File: config.mk
export PLATFORM = sky130hd
export DESIGN_NAME = cpu_boot_ctrl_flat
export DESIGN_NICKNAME = d
export VERILOG_FILES = /design/src/rtl/cpu_boot_ctrl_pkg.sv /design/src/rtl/cpu_boot_ctrl_if.sv /design/src/rtl/cpu_boot_ctrl_packer.sv /design/src/rtl/cpu_boot_ctrl.sv /design/src/flat_wrapper.sv
export SDC_FILE = /design/constraint.sdc
export NUM_CORES = 1
export LEC_CHECK = 0
export BUFFER_PORTS_ARGS = -buffer_cell sky130_fd_sc_hd__buf_2
export CORE_MARGIN = 1
export CORE_UTILIZATION = 55
export DETAILED_ROUTE_END_ITERATION = 7
export PLACE_DENSITY = 0.77
export SETUP_SLACK_MARGIN = 0.05
export SLEW_MARGIN = 0
export SYNTH_ARGS = -nofsm -noshare
export SYNTH_HDL_FRONTEND = slang
export SYNTH_SLANG_ARGS = --single-unit
File: constraint.sdc
create_clock -name clck -period 6.67 [get_ports clck]
set_input_delay 0.667 -clock clck [delete_from_list [all_inputs] [get_ports clck]]
set_output_delay 0.667 -clock clck [all_outputs]
set_load 0.05 [all_outputs]
File: src/rtl/cpu_boot_ctrl_pkg.sv
// Shared types and constants for the boot/program-load controller.
package boot_pkg;

    typedef enum logic [2:0] {
        ST_RELEASE,
        ST_IDLE,
        ST_HDR0,
        ST_HDR1,
        ST_DATA,
        ST_WRITE,
        ST_ERR
    } boot_state_t;

    localparam int unsigned BYTE_W          = 8;
    localparam int unsigned HDR_BYTES       = 2;
    localparam int unsigned WORD_BYTES      = 4;
    localparam int unsigned WORD_W          = WORD_BYTES * BYTE_W;
    localparam int unsigned DEFAULT_TIMEOUT = 1000000;

    // States in which the controller takes bytes from the host.
    function automatic logic is_rx_state(input boot_state_t s);
        return (s == ST_HDR0) || (s == ST_HDR1) || (s == ST_DATA);
    endfunction

endpackage

File: src/rtl/cpu_boot_ctrl_if.sv
// Byte-serial valid/ready stream from the host into the boot controller.
interface cpu_boot_ctrl_if;
    import boot_pkg::*;

    logic              host_valid;
    logic [BYTE_W-1:0] host_data;
    logic              host_ready;

    modport master (output host_valid, output host_data, input host_ready);
    modport slave  (input host_valid, input host_data, output host_ready);

endinterface

File: src/rtl/cpu_boot_ctrl_packer.sv
// Packs little-endian bytes into a 32-bit word; word_full pulses for one
// cycle after the last byte of a word lands.
module byte_packer
    import boot_pkg::*;
(
    input  logic              clk,
    input  logic              rst,
    input  logic              accept,
    input  logic              clear,
    input  logic [BYTE_W-1:0] data,
    output logic [WORD_W-1:0] word,
    output logic              word_full,
    output logic              last_c
);

    localparam int unsigned CNT_W = $clog2(WORD_BYTES);

    logic [CNT_W-1:0] cnt;

    // Next accepted byte completes the word.
    assign last_c = (cnt == CNT_W'(WORD_BYTES - 1));

    always_ff @(posedge clk or posedge rst) begin
        if (rst) begin
            cnt       <= '0;
            word      <= '0;
            word_full <= 1'b0;
        end else begin
            word_full <= 1'b0;
            if (clear) begin
                cnt  <= '0;
                word <= '0;
            end else if (accept) begin
                word      <= {data, word[WORD_W-1:BYTE_W]};
                cnt       <= cnt + CNT_W'(1);
                word_full <= last_c;
            end
        end
    end

endmodule

File: src/rtl/cpu_boot_ctrl.sv
// Boot controller: holds the core in reset, streams a program image from the
// host into instruction RAM, then releases the core to fetch from PC 0.
module cpu_boot_ctrl
    import boot_pkg::*;
#(
    parameter int unsigned ADDR_W         = 12,
    parameter int unsigned DEPTH          = 4096,
    parameter int unsigned TIMEOUT        = DEFAULT_TIMEOUT,
    parameter int unsigned RELEASE_CYCLES = 2
) (
    input  logic                 clck,
    input  logic                 rst,
    input  logic                 load_req,
    cpu_boot_ctrl_if.slave       host,
    output logic                 imem_we,
    output logic [ADDR_W-1:0]    imem_addr,
    output logic [WORD_W-1:0]    imem_wdata,
    output logic                 cpu_rst_n,
    output logic                 busy,
    output logic                 done,
    output logic                 err,
    output logic [ADDR_W:0]      words_loaded
);

    localparam int unsigned HDR_W = HDR_BYTES * BYTE_W;
    localparam int unsigned TO_W  = $clog2(TIMEOUT + 1);
    localparam int unsigned RC_W  = $clog2(RELEASE_CYCLES + 1);
    localparam int unsigned WL_W  = ADDR_W + 1;

    boot_state_t       state;
    logic [BYTE_W-1:0] n_lo;
    logic [HDR_W-1:0]  hdr;
    logic [ADDR_W-1:0] last_idx;
    logic [TO_W-1:0]   tcnt;
    logic [RC_W-1:0]   rcnt;
    logic              from_write;
    logic              accept;
    logic              pk_clear;
    logic              pk_last_c;

    assign host.host_ready = is_rx_state(state);
    assign accept          = host.host_valid && host.host_ready;
    assign hdr             = {host.host_data, n_lo};
    assign pk_clear        = load_req && ((state == ST_IDLE) || (state == ST_ERR));

    // imem_we/imem_wdata come straight from the packer's registers.
    byte_packer u_packer (
        .clk       (clck),
        .rst       (rst),
        .accept    (accept && (state == ST_DATA)),
        .clear     (pk_clear),
        .data      (host.host_data),
        .word      (imem_wdata),
        .word_full (imem_we),
        .last_c    (pk_last_c)
    );

    always_ff @(posedge clck or posedge rst) begin
        if (rst) begin
            state        <= ST_RELEASE;
            cpu_rst_n    <= 1'b0;
            busy         <= 1'b1;
            done         <= 1'b0;
            err          <= 1'b0;
            words_loaded <= '0;
            imem_addr    <= '0;
            n_lo         <= '0;
            last_idx     <= '0;
            tcnt         <= '0;
            rcnt         <= '0;
            from_write   <= 1'b0;
        end else begin
            done <= 1'b0;
            case (state)
                ST_RELEASE: begin
                    if (rcnt == RC_W'(RELEASE_CYCLES - 1)) begin
                        state      <= ST_IDLE;
                        cpu_rst_n  <= 1'b1;
                        busy       <= 1'b0;
                        done       <= from_write;
                        from_write <= 1'b0;
                    end else begin
                        rcnt <= rcnt + RC_W'(1);
                    end
                end
                ST_IDLE, ST_ERR: begin
                    if (load_req) begin
                        state        <= ST_HDR0;
                        cpu_rst_n    <= 1'b0;
                        busy         <= 1'b1;
                        err          <= 1'b0;
                        words_loaded <= '0;
                        imem_addr    <= '0;
                        tcnt         <= '0;
                    end
                end
                ST_HDR0, ST_HDR1, ST_DATA: begin
                    if (accept) begin
                        tcnt <= '0;
                        case (state)
                            ST_HDR0: begin
                                n_lo  <= host.host_data;
                                state <= ST_HDR1;
                            end
                            ST_HDR1: begin
                                if ((hdr == '0) || (32'(hdr) > DEPTH)) begin
                                    state <= ST_ERR;
                                    err   <= 1'b1;
                                    busy  <= 1'b0;
                                end else begin
                                    last_idx <= ADDR_W'(hdr - HDR_W'(1));
                                    state    <= ST_DATA;
                                end
                            end
                            default: begin
                                if (pk_last_c) begin
                                    state        <= ST_WRITE;
                                    words_loaded <= words_loaded + WL_W'(1);
                                end
                            end
                        endcase
                    end else if (tcnt == TO_W'(TIMEOUT - 1)) begin
                        // Host went silent; keep whatever was already written.
                        state <= ST_ERR;
                        err   <= 1'b1;
                        busy  <= 1'b0;
                    end else begin
                        tcnt <= tcnt + TO_W'(1);
                    end
                end
                ST_WRITE: begin
                    if (imem_addr == last_idx) begin
                        state      <= ST_RELEASE;
                        rcnt       <= '0;
                        from_write <= 1'b1;
                    end else begin
                        imem_addr <= imem_addr + ADDR_W'(1);
                        state     <= ST_DATA;
                    end
                end
                default: state <= ST_RELEASE;
            endcase
        end
    end

endmodule

File: src/flat_wrapper.sv
// flat-port wrapper written by rule: the top's interface ports become plain ports
module cpu_boot_ctrl_flat import boot_pkg::*;
#(
    parameter int unsigned ADDR_W         = 12,
    parameter int unsigned DEPTH          = 4096,
    parameter int unsigned TIMEOUT        = DEFAULT_TIMEOUT,
    parameter int unsigned RELEASE_CYCLES = 2
)
  (clck, rst, load_req, imem_we, imem_addr, imem_wdata, cpu_rst_n, busy, done, err, words_loaded, host_host_valid, host_host_data, host_host_ready);
  cpu_boot_ctrl_if host_i ();
  input  logic clck;
  input  logic rst;
  input  logic load_req;
  output logic imem_we;
  output logic [ADDR_W-1:0] imem_addr;
  output logic [WORD_W-1:0] imem_wdata;
  output logic cpu_rst_n;
  output logic busy;
  output logic done;
  output logic err;
  output logic [ADDR_W:0] words_loaded;
  input wire logic [$bits(host_i.host_valid)-1:0] host_host_valid;
  input wire logic [$bits(host_i.host_data)-1:0] host_host_data;
  output wire logic [$bits(host_i.host_ready)-1:0] host_host_ready;
  assign host_i.host_valid = host_host_valid;
  assign host_i.host_data = host_host_data;
  assign host_host_ready = host_i.host_ready;
  cpu_boot_ctrl #(.ADDR_W(ADDR_W), .DEPTH(DEPTH), .TIMEOUT(TIMEOUT), .RELEASE_CYCLES(RELEASE_CYCLES)) u_core (.clck(clck), .rst(rst), .load_req(load_req), .host(host_i), .imem_we(imem_we), .imem_addr(imem_addr), .imem_wdata(imem_wdata), .cpu_rst_n(cpu_rst_n), .busy(busy), .done(done), .err(err), .words_loaded(words_loaded));
endmodule
==> results of run 1 <==
## how the worst max path moves through the flow
stage / slack (ns) / cells after the start / endpoint / startpoint
detailed placement: 3.58 / 6 / u_core.words_loaded[8] / u_core.state[1]
floorplan: 3.10 / 1 / u_core.cpu_rst_n / rst
global route: 3.24 / 6 / u_core.words_loaded[8] / u_core.state[1]
CTS: 3.55 / 6 / u_core.words_loaded[8] / u_core.state[1]
global placement: 3.71 / 6 / u_core.words_loaded[8] / u_core.state[1]
finish: 3.55 / 6 / u_core.words_loaded[8] / u_core.state[1]
## layout by cell type (no fill, tap or decap), drive strengths merged, types with 3 or more instances in the layout
cell    Yosys  final
ha          7      7
and3        8      8
o21ai      19     19
nor4        6      6
a41oi       3      3
and3b       3      3
and4        4      4
a31oi       5      5
nor2       64     64
o31ai       8      8
nand4      15     15
o211ai      3      3
nand3      17     17
a211oi      5      5
xor2       14     14
inv        14     17
dfrtp     109    109
or2         3      3
xnor2      39     39
nor3       15     15
or3         6      6
buf         9     80
nand2      98     98
clkbuf     22     10
mux2        7      7
a21oi      55     55
nor2b       6      6
## per-layer routing
metal | GRT usage [%] | vias to the layer above | wire length (um)
li1 | - | 2156 | -
met1 | 31.0 | 2098 | 5160
met2 | 39.6 | 89 | 5770
met3 | 5.45 | 8 | 525
met4 | 9.36 | 0 | 102
met5 | 0 | - | 0
## cell families after synthesis
kind of cell / share of synthesized area [%]
AOI/OAI and AO/OA: 12.5
adders and majority gates: 1.61
xor gates and xnor gates: 8.51
buffers and inverters: 3.35
DFF: 50.5
muxes: 1.63
and+or+nand+nor: 22.0
## flip-flops by register name, indices dropped and copies added, names as in the netlist, 2 cells and up
name / cells
u_core.words_loaded: 13
u_core.state: 3
u_core.u_packer.word: 32
u_core.n_lo: 8
u_core.rcnt: 2
u_core.tcnt: 20
u_core.imem_addr: 12
u_core.u_packer.cnt: 2
u_core.last_idx: 12
## power by group through the flow
stage / clock [mW] / combinational (mW) / sequential, mW
floorplan: 0 / 0.528 / 1.11
global placement: 0 / 0.848 / 0.971
detailed placement: 0 / 0.870 / 0.981
CTS: 0.398 / 0.874 / 0.969
global route: 0.422 / 0.957 / 0.993
finish: 0.386 / 0.870 / 0.969
## stage by stage
stage / utilization, % / total power, mW / instance area [um^2]
2_1_floorplan: - / 1.64 / 5460
3_3_place_gp: 62.9 / 1.82 / 5920
3_5_place_dp: 62.9 / 1.85 / 5920
4_1_cts: 64.9 / 2.24 / 6110
5_1_grt: 64.9 / 2.37 / 6110
6_report: 64.9 / 2.23 / 6110
## area by class of cell
type                       instances  share of cell area, %
inverter                          14                  0.901
multi-input combinational        435                   41.5
clock buffer                      10                   2.25
sequential                       110                   45.1
clock inverter                     6                  0.839
timing repair buffer              80                   6.80
tap                              129                   2.64
## worst reg2reg max path, delay by kind of cell (launching register included)
kind / cells / cell delay (ns)
DFF: 1 / 0.65
xor gates and xnor gates: 1 / 0.15
and+or+nand+nor: 3 / 0.90
AOI/OAI and AO/OA: 2 / 1.26
==> impl_table.tex, run 1 <==
\begin{tabular}{lr}
\hline
Metric & Value \\
\hline
\multicolumn{2}{l}{\textbf{Global route}} \\
Congestion Overflow GR & 0 \\
Pin count of the biggest net entering global routing & 59 \\
Antenna violations before repair & 0 \\
Global-route wire length before repair & about 19000 um \\
Via count of the first global-routing pass & 4189 \\
All-layer global routing usage & 24.0\% \\
\multicolumn{2}{l}{\textbf{Critical path}} \\
CP bufs+invs & 0 \\
Maximum single-stage delay on the critical path & 0.92 ns \\
Critical path startpoint category & flip-flop \\
Worst-path maximum fanout & 57 \\
Worst reg2reg startpoint & u\_core.state[1] \\
Worst path slowest cell & sky130\_fd\_sc\_hd\_\_o21a\_2 \\
Crit end category & flip-flop \\
Data arrival, critical path & 3.34 ns \\
Reg2Reg Setup Slack & 3.55 ns \\
Worst Reg-to-Reg Cells & 6 \\
Worst endpoint required time & 6.89 ns \\
Critical setup path kind & flip-flop to flip-flop \\
Cell-by-cell listing of the critical path & nor3b\_1, o21a\_2, o21ai\_0, or3\_1, xnor2\_1, nor2\_1 \\
Crit-path leading delay family & compound AO/OA/AOI/OAI gates \\
Worst r2r dst & u\_core.words\_loaded[8] \\
\multicolumn{2}{l}{\textbf{Yosys}} \\
Count leader, synth & sky130\_fd\_sc\_hd\_\_dfrtp\_1 \\
Top cells by instance count after synthesis & 109 x sky130\_fd\_sc\_hd\_\_dfrtp\_1, 97 x sky130\_fd\_sc\_hd\_\_nand2\_1, 64 x sky130\_fd\_sc\_hd\_\_nor2\_1 \\
Post-synthesis async set-or-reset flop share & 100\% \\
Net count after synthesis & 609 \\
Cell count after synthesis & 590 \\
Sequential cell area fraction in the yosys report & between 50\% and 60\% \\
Synthesis warning total & 0 \\
Number of different library cells in the post-synthesis netlist & 56 \\
Number of flip-flops and latches in the synthesized netlist & 110 \\
Avg Inst Size Synth & 9.25 um\^{}2 \\
Most area-consuming cells after synthesis & sky130\_fd\_sc\_hd\_\_dfrtp\_1 50\%, sky130\_fd\_sc\_hd\_\_nand2\_1 6.7\%, sky130\_fd\_sc\_hd\_\_xnor2\_1 6.3\% \\
Number of enable-type register cells in the synthesized netlist & 0 \\
Portion of synthesized cell area occupied by the leading cell type & approximately 50\% \\
Summed instance area of the synthesized netlist & 0.00546 mm\^{}2 \\
Largest area contributor in the netlist & sky130\_fd\_sc\_hd\_\_dfrtp\_1 \\
Flip-flop cell with the highest count after synthesis & sky130\_fd\_sc\_hd\_\_dfrtp\_1 \\
\multicolumn{2}{l}{\textbf{Routing}} \\
Pre-Repair DR Iteration Count & 4 \\
Detail-routed via count per cell & approximately 5.5 \\
Routed WL & 11600 um \\
Total number of vias & approximately 4400 \\
Detailed-route wire length per cell & 14.7 um \\
DRC marker count from the first detailed-route iteration & 166 \\
Number of nets still failing antenna checks after routing & 0 \\
Number of remaining DRC errors & 0 \\
\multicolumn{2}{l}{\textbf{Die}} \\
Full die area & slightly above 0.01 mm\^{}2 \\
Core Rows & 35 \\
Io pins & 75 \\
Core footprint & 0.00942 mm\^{}2 \\
Die H & 102 um \\
Effective utilization at floorplan & 58.0\% \\
Die span in x & 102 um \\
\multicolumn{2}{l}{\textbf{Clock network}} \\
CTS HTree Levels & 3 \\
CTS Buf Count & 9 \\
Post-CTS Setup Inserts & 0 \\
Gates resized, CTS repair & 0 \\
Clock latency on the worst-skew pair & 0.38 ns \\
Clock sink count & 110 \\
TritonCTS clock tree & yes \\
CTS max path bufs & 2 \\
Reg clk slew, reported paths & 0.11 ns \\
Clock Tree Root & sky130\_fd\_sc\_hd\_\_clkbuf\_8 \\
Quantity of hold-fixing buffers added after cts & 0 \\
\multicolumn{2}{l}{\textbf{Placed design}} \\
GP Congestion & 0.856 \\
Quantity of I/O buffers inserted on ports & between 70 and 80 \\
Count of placed standard cells including taps & between 700 and 800 \\
Setup Slack @ Placement & between 3 and 4 ns \\
Placed wire-length estimate & 8110 um \\
\multicolumn{2}{l}{\textbf{Power and ir drop}} \\
VDD IR max & 0.000205 V \\
Total power density per cell area & 364 mW/mm\^{}2 \\
Total leakage power & about 2.8 nW \\
Total net switching power & 0.978 mW \\
Internal cell power & 1.25 mW \\
Combinational share of power & roughly 40\% \\
Sequential fraction of design power & 43.5\% \\
Clock network fraction of total power & 17.4\% \\
Net switching fraction of the power & 43.9\% \\
\multicolumn{2}{l}{\textbf{Timing}} \\
Setup TNS after final layout & 0 ns \\
Total setup violations reported at the end of the flow & 0 \\
Final setup skew & 0.0144 ns \\
Number of hold violations in the final report & 0 \\
Fmax & 321 MHz \\
Final critical path time including I/O delays and setup & slightly above 3 ns \\
Worst path setup slack after routing & 3.55 ns \\
Relative slew margins & 28.3\% \\
Tightest Pin Transition & 1.08 ns \\
Pins Over Slew Limit & 0 \\
Fraction of the cycle the final worst path needs & roughly 47\% \\
WHS & 0.365 ns \\
Unrepaired setup endpoints after global routing & false \\
\multicolumn{2}{l}{\textbf{Cells and area}} \\
Synthesis-to-finish area growth & 12.0\% \\
Final Instance Count excl. Fillers & 784 \\
Register Area & 0.00275 mm\^{}2 \\
Area of the multi-input gates & roughly 0.0025 mm\^{}2 \\
Proportion of layout cells with a drive suffix above 1 & 17.9\% \\
Count of antenna diodes in the layout & 0 \\
Filler cells & 786 \\
Post-layout net count & 669 \\
\multicolumn{2}{l}{\textbf{Hold path}} \\
Hold crit path type & input port to async pin \\
\multicolumn{2}{l}{\textbf{Outcome}} \\
Outcome & complete, no violations \\
\multicolumn{2}{l}{\textbf{Flow run}} \\
Max Cap Violations & 0 \\
\hline
\end{tabular}
Note: power is estimated with default switching activity, not from simulation.
==> run 2: changes to the inputs <==
==> constraint.sdc (replaced) <==
create_clock -name clck -period 3.1 [get_ports clck]
set_input_delay 0.31 -clock clck [delete_from_list [all_inputs] [get_ports clck]]
set_output_delay 0.31 -clock clck [all_outputs]
set_load 0.05 [all_outputs]
==> run 2 against run 1 <==
  * Power grew 110%
  * Flip-flop and latch count is the same
  * Critical path depth grew 1
  * Die area is the same
  * Register-to-register slack lost 3.0 ns
  * Via count grew 2.0%
  * Combinational power grew 120%
  * Sequential share of layout area shrank 0.26 points
  * Worst setup slack lost 3.0 ns
  * Cell count grew 0.38%
  * Clock-buffer cell count is the same
  * Critical path type unchanged
==> impl_table.tex, run 2 (same netlist as run 1, synthesis figures left out) <==
\begin{tabular}{lr}
\hline
Metric & Value \\
\hline
\multicolumn{2}{l}{\textbf{Routing}} \\
Number of remaining DRC errors & 0 \\
Detailed-route wire length per cell & 15.1 um \\
Total number of vias & 4436 \\
DRC marker count from the first detailed-route iteration & $\sim$230 \\
Routed WL & 11900 um \\
Detail-routed via count per cell & around 5.6 \\
Pre-Repair DR Iteration Count & 5 \\
Number of nets still failing antenna checks after routing & 0 \\
\multicolumn{2}{l}{\textbf{Die}} \\
Die H & 102 um \\
Core footprint & 0.00942 mm\^{}2 \\
Full die area & 0.0103 mm\^{}2 \\
Die span in x & 102 um \\
Core Rows & 35 \\
Effective utilization at floorplan & 58.0\% \\
Io pins & 75 \\
\multicolumn{2}{l}{\textbf{Hold path}} \\
Hold crit path type & input port to async pin \\
\multicolumn{2}{l}{\textbf{Flow run}} \\
Max Cap Violations & 0 \\
\multicolumn{2}{l}{\textbf{Timing}} \\
Tightest Pin Transition & 0.931 ns \\
Setup TNS after final layout & 0 ns \\
Number of hold violations in the final report & 0 \\
Pins Over Slew Limit & 0 \\
Unrepaired setup endpoints after global routing & false \\
Relative slew margins & a little under two fifths \\
Fraction of the cycle the final worst path needs & 82.3\% \\
Total setup violations reported at the end of the flow & 0 \\
Final setup skew & between 0.009 and 0.01 ns \\
Fmax & 392 MHz \\
Final critical path time including I/O delays and setup & 2.55 ns \\
\multicolumn{2}{l}{\textbf{Clock network}} \\
Quantity of hold-fixing buffers added after cts & 0 \\
Clock sink count & 110 \\
Post-CTS Setup Inserts & 0 \\
Reg clk slew, reported paths & 0.11 ns \\
CTS max path bufs & 2 \\
Clock latency on the worst-skew pair & 0.37 ns \\
CTS HTree Levels & 3 \\
TritonCTS clock tree & yes \\
Gates resized, CTS repair & 0 \\
CTS Buf Count & 9 \\
Clock Tree Root & sky130\_fd\_sc\_hd\_\_clkbuf\_8 \\
\multicolumn{2}{l}{\textbf{Cells and area}} \\
Most frequent cells in the layout & 109 x sky130\_fd\_sc\_hd\_\_dfrtp\_1, 97 x sky130\_fd\_sc\_hd\_\_nand2\_1, 74 x sky130\_fd\_sc\_hd\_\_buf\_2, 64 x sky130\_fd\_sc\_hd\_\_nor2\_1, 55 x sky130\_fd\_sc\_hd\_\_a21oi\_1 \\
Area of the multi-input gates & 0.00254 mm\^{}2 \\
Proportion of layout cells with a drive suffix above 1 & 18.2\% \\
Final Instance Count excl. Fillers & 787 \\
Count of antenna diodes in the layout & 0 \\
Filler cells & 791 \\
Final core area utilization & about two thirds \\
Register Area & 0.00275 mm\^{}2 \\
Register containing the most flip-flops in the final layout & u\_core.u\_packer.word \\
Final Cell Area & 0.00615 mm\^{}2 \\
Commonest non-fill, non-tap cell in the layout & sky130\_fd\_sc\_hd\_\_dfrtp\_1 \\
Flip-flop count of the largest register after layout & 32 \\
Largest registers & u\_core.u\_packer.word (32), u\_core.tcnt (20), u\_core.words\_loaded (13) \\
Synthesis-to-finish area growth & 12.6\% \\
Post-layout net count & 673 \\
\multicolumn{2}{l}{\textbf{Critical path}} \\
Worst-path maximum fanout & 15 \\
Worst endpoint required time & roughly 3.3 ns \\
Data arrival, critical path & between 2 and 3 ns \\
Critical path startpoint category & flip-flop \\
Critical setup path kind & flip-flop to flip-flop \\
Crit end category & flip-flop \\
Worst Reg-to-Reg Cells & 7 \\
\multicolumn{2}{l}{\textbf{Placed design}} \\
Quantity of I/O buffers inserted on ports & 74 \\
Placed wire-length estimate & roughly 8300 um \\
Instance area at placement & 0.00597 mm\^{}2 \\
GP Congestion & slightly below 0.9 \\
Count of placed standard cells including taps & around 770 \\
\multicolumn{2}{l}{\textbf{Global route}} \\
All-layer global routing usage & 24.5\% \\
Global-route wire length before repair & between 15000 and 20000 um \\
Congestion Overflow GR & 0 \\
Pin count of the biggest net entering global routing & 67 \\
Via count of the first global-routing pass & 4244 \\
Antenna violations before repair & 0 \\
\multicolumn{2}{l}{\textbf{Outcome}} \\
Outcome & complete, no violations \\
\multicolumn{2}{l}{\textbf{Power and ir drop}} \\
Total power & approximately 4.8 mW \\
Total power density per cell area & 778 mW/mm\^{}2 \\
VDD IR max & 0.000478 V \\
Total leakage power & between 2 and 3 nW \\
\hline
\end{tabular}
[run 2: cell type report]
cell class | instances | area share, %
inverters | 14 | 0.916
well taps | 129 | 2.63
repair buffers | 84 | 7.45
multi-input cells | 435 | 41.3
clock buffers | 10 | 2.24
flip-flops and latches | 110 | 44.8
clock inverters | 5 | 0.692
[run 2: worst max-delay path, cell delays in order (launching register included)]
cell                      delay [ns]
sky130_fd_sc_hd__dfrtp_1        0.53
sky130_fd_sc_hd__buf_4          0.24
sky130_fd_sc_hd__and3b_1        0.21
sky130_fd_sc_hd__a21oi_1        0.04
sky130_fd_sc_hd__o22ai_1        0.71
sky130_fd_sc_hd__nor2b_1        0.32
sky130_fd_sc_hd__o21ai_0        0.26
sky130_fd_sc_hd__o41ai_1        0.11
[run 2: power by group]
part / leakage (nW) / switching, mW / internal (mW) / total [mW]
clock: 0.0893 / 0.494 / 0.319 / 0.813
combinational: 1.23 / 1.27 / 0.631 / 1.90
sequential: 1.49 / 0.328 / 1.74 / 2.07
[run 2: final timing paths]
path	start	to	slack, ns
hold reg to reg	u_core.tcnt[18]	u_core.tcnt[18]	0.49
min in group clck	host_host_data[7]	u_core.u_packer.word[31]	0.19
setup / recovery	u_core.state[1]	u_core.tcnt[9]	0.55
setup reg to reg	u_core.state[1]	u_core.tcnt[9]	0.55
hold / removal	rst	u_core.words_loaded[4]	0.08
max in group asynchronous	rst	u_core.busy	2.18
[run 2: per-layer routing]
metal	global-route usage, %	wire, um	up-vias
met4	7.69	125	0
met2	40.7	5940	95
met3	3.86	347	10
met5	0	0	-
li1	-	-	2159
met1	33.2	5480	2172
[run 2: stage by stage]
step	hold WS [ns]	setup WS (ns)
floorplan	0.427	0.799
global placement	0.464	0.679
detailed placement	0.471	0.564
CTS	0.0978	0.547
global route	0.135	0.268
finish	0.0768	0.549
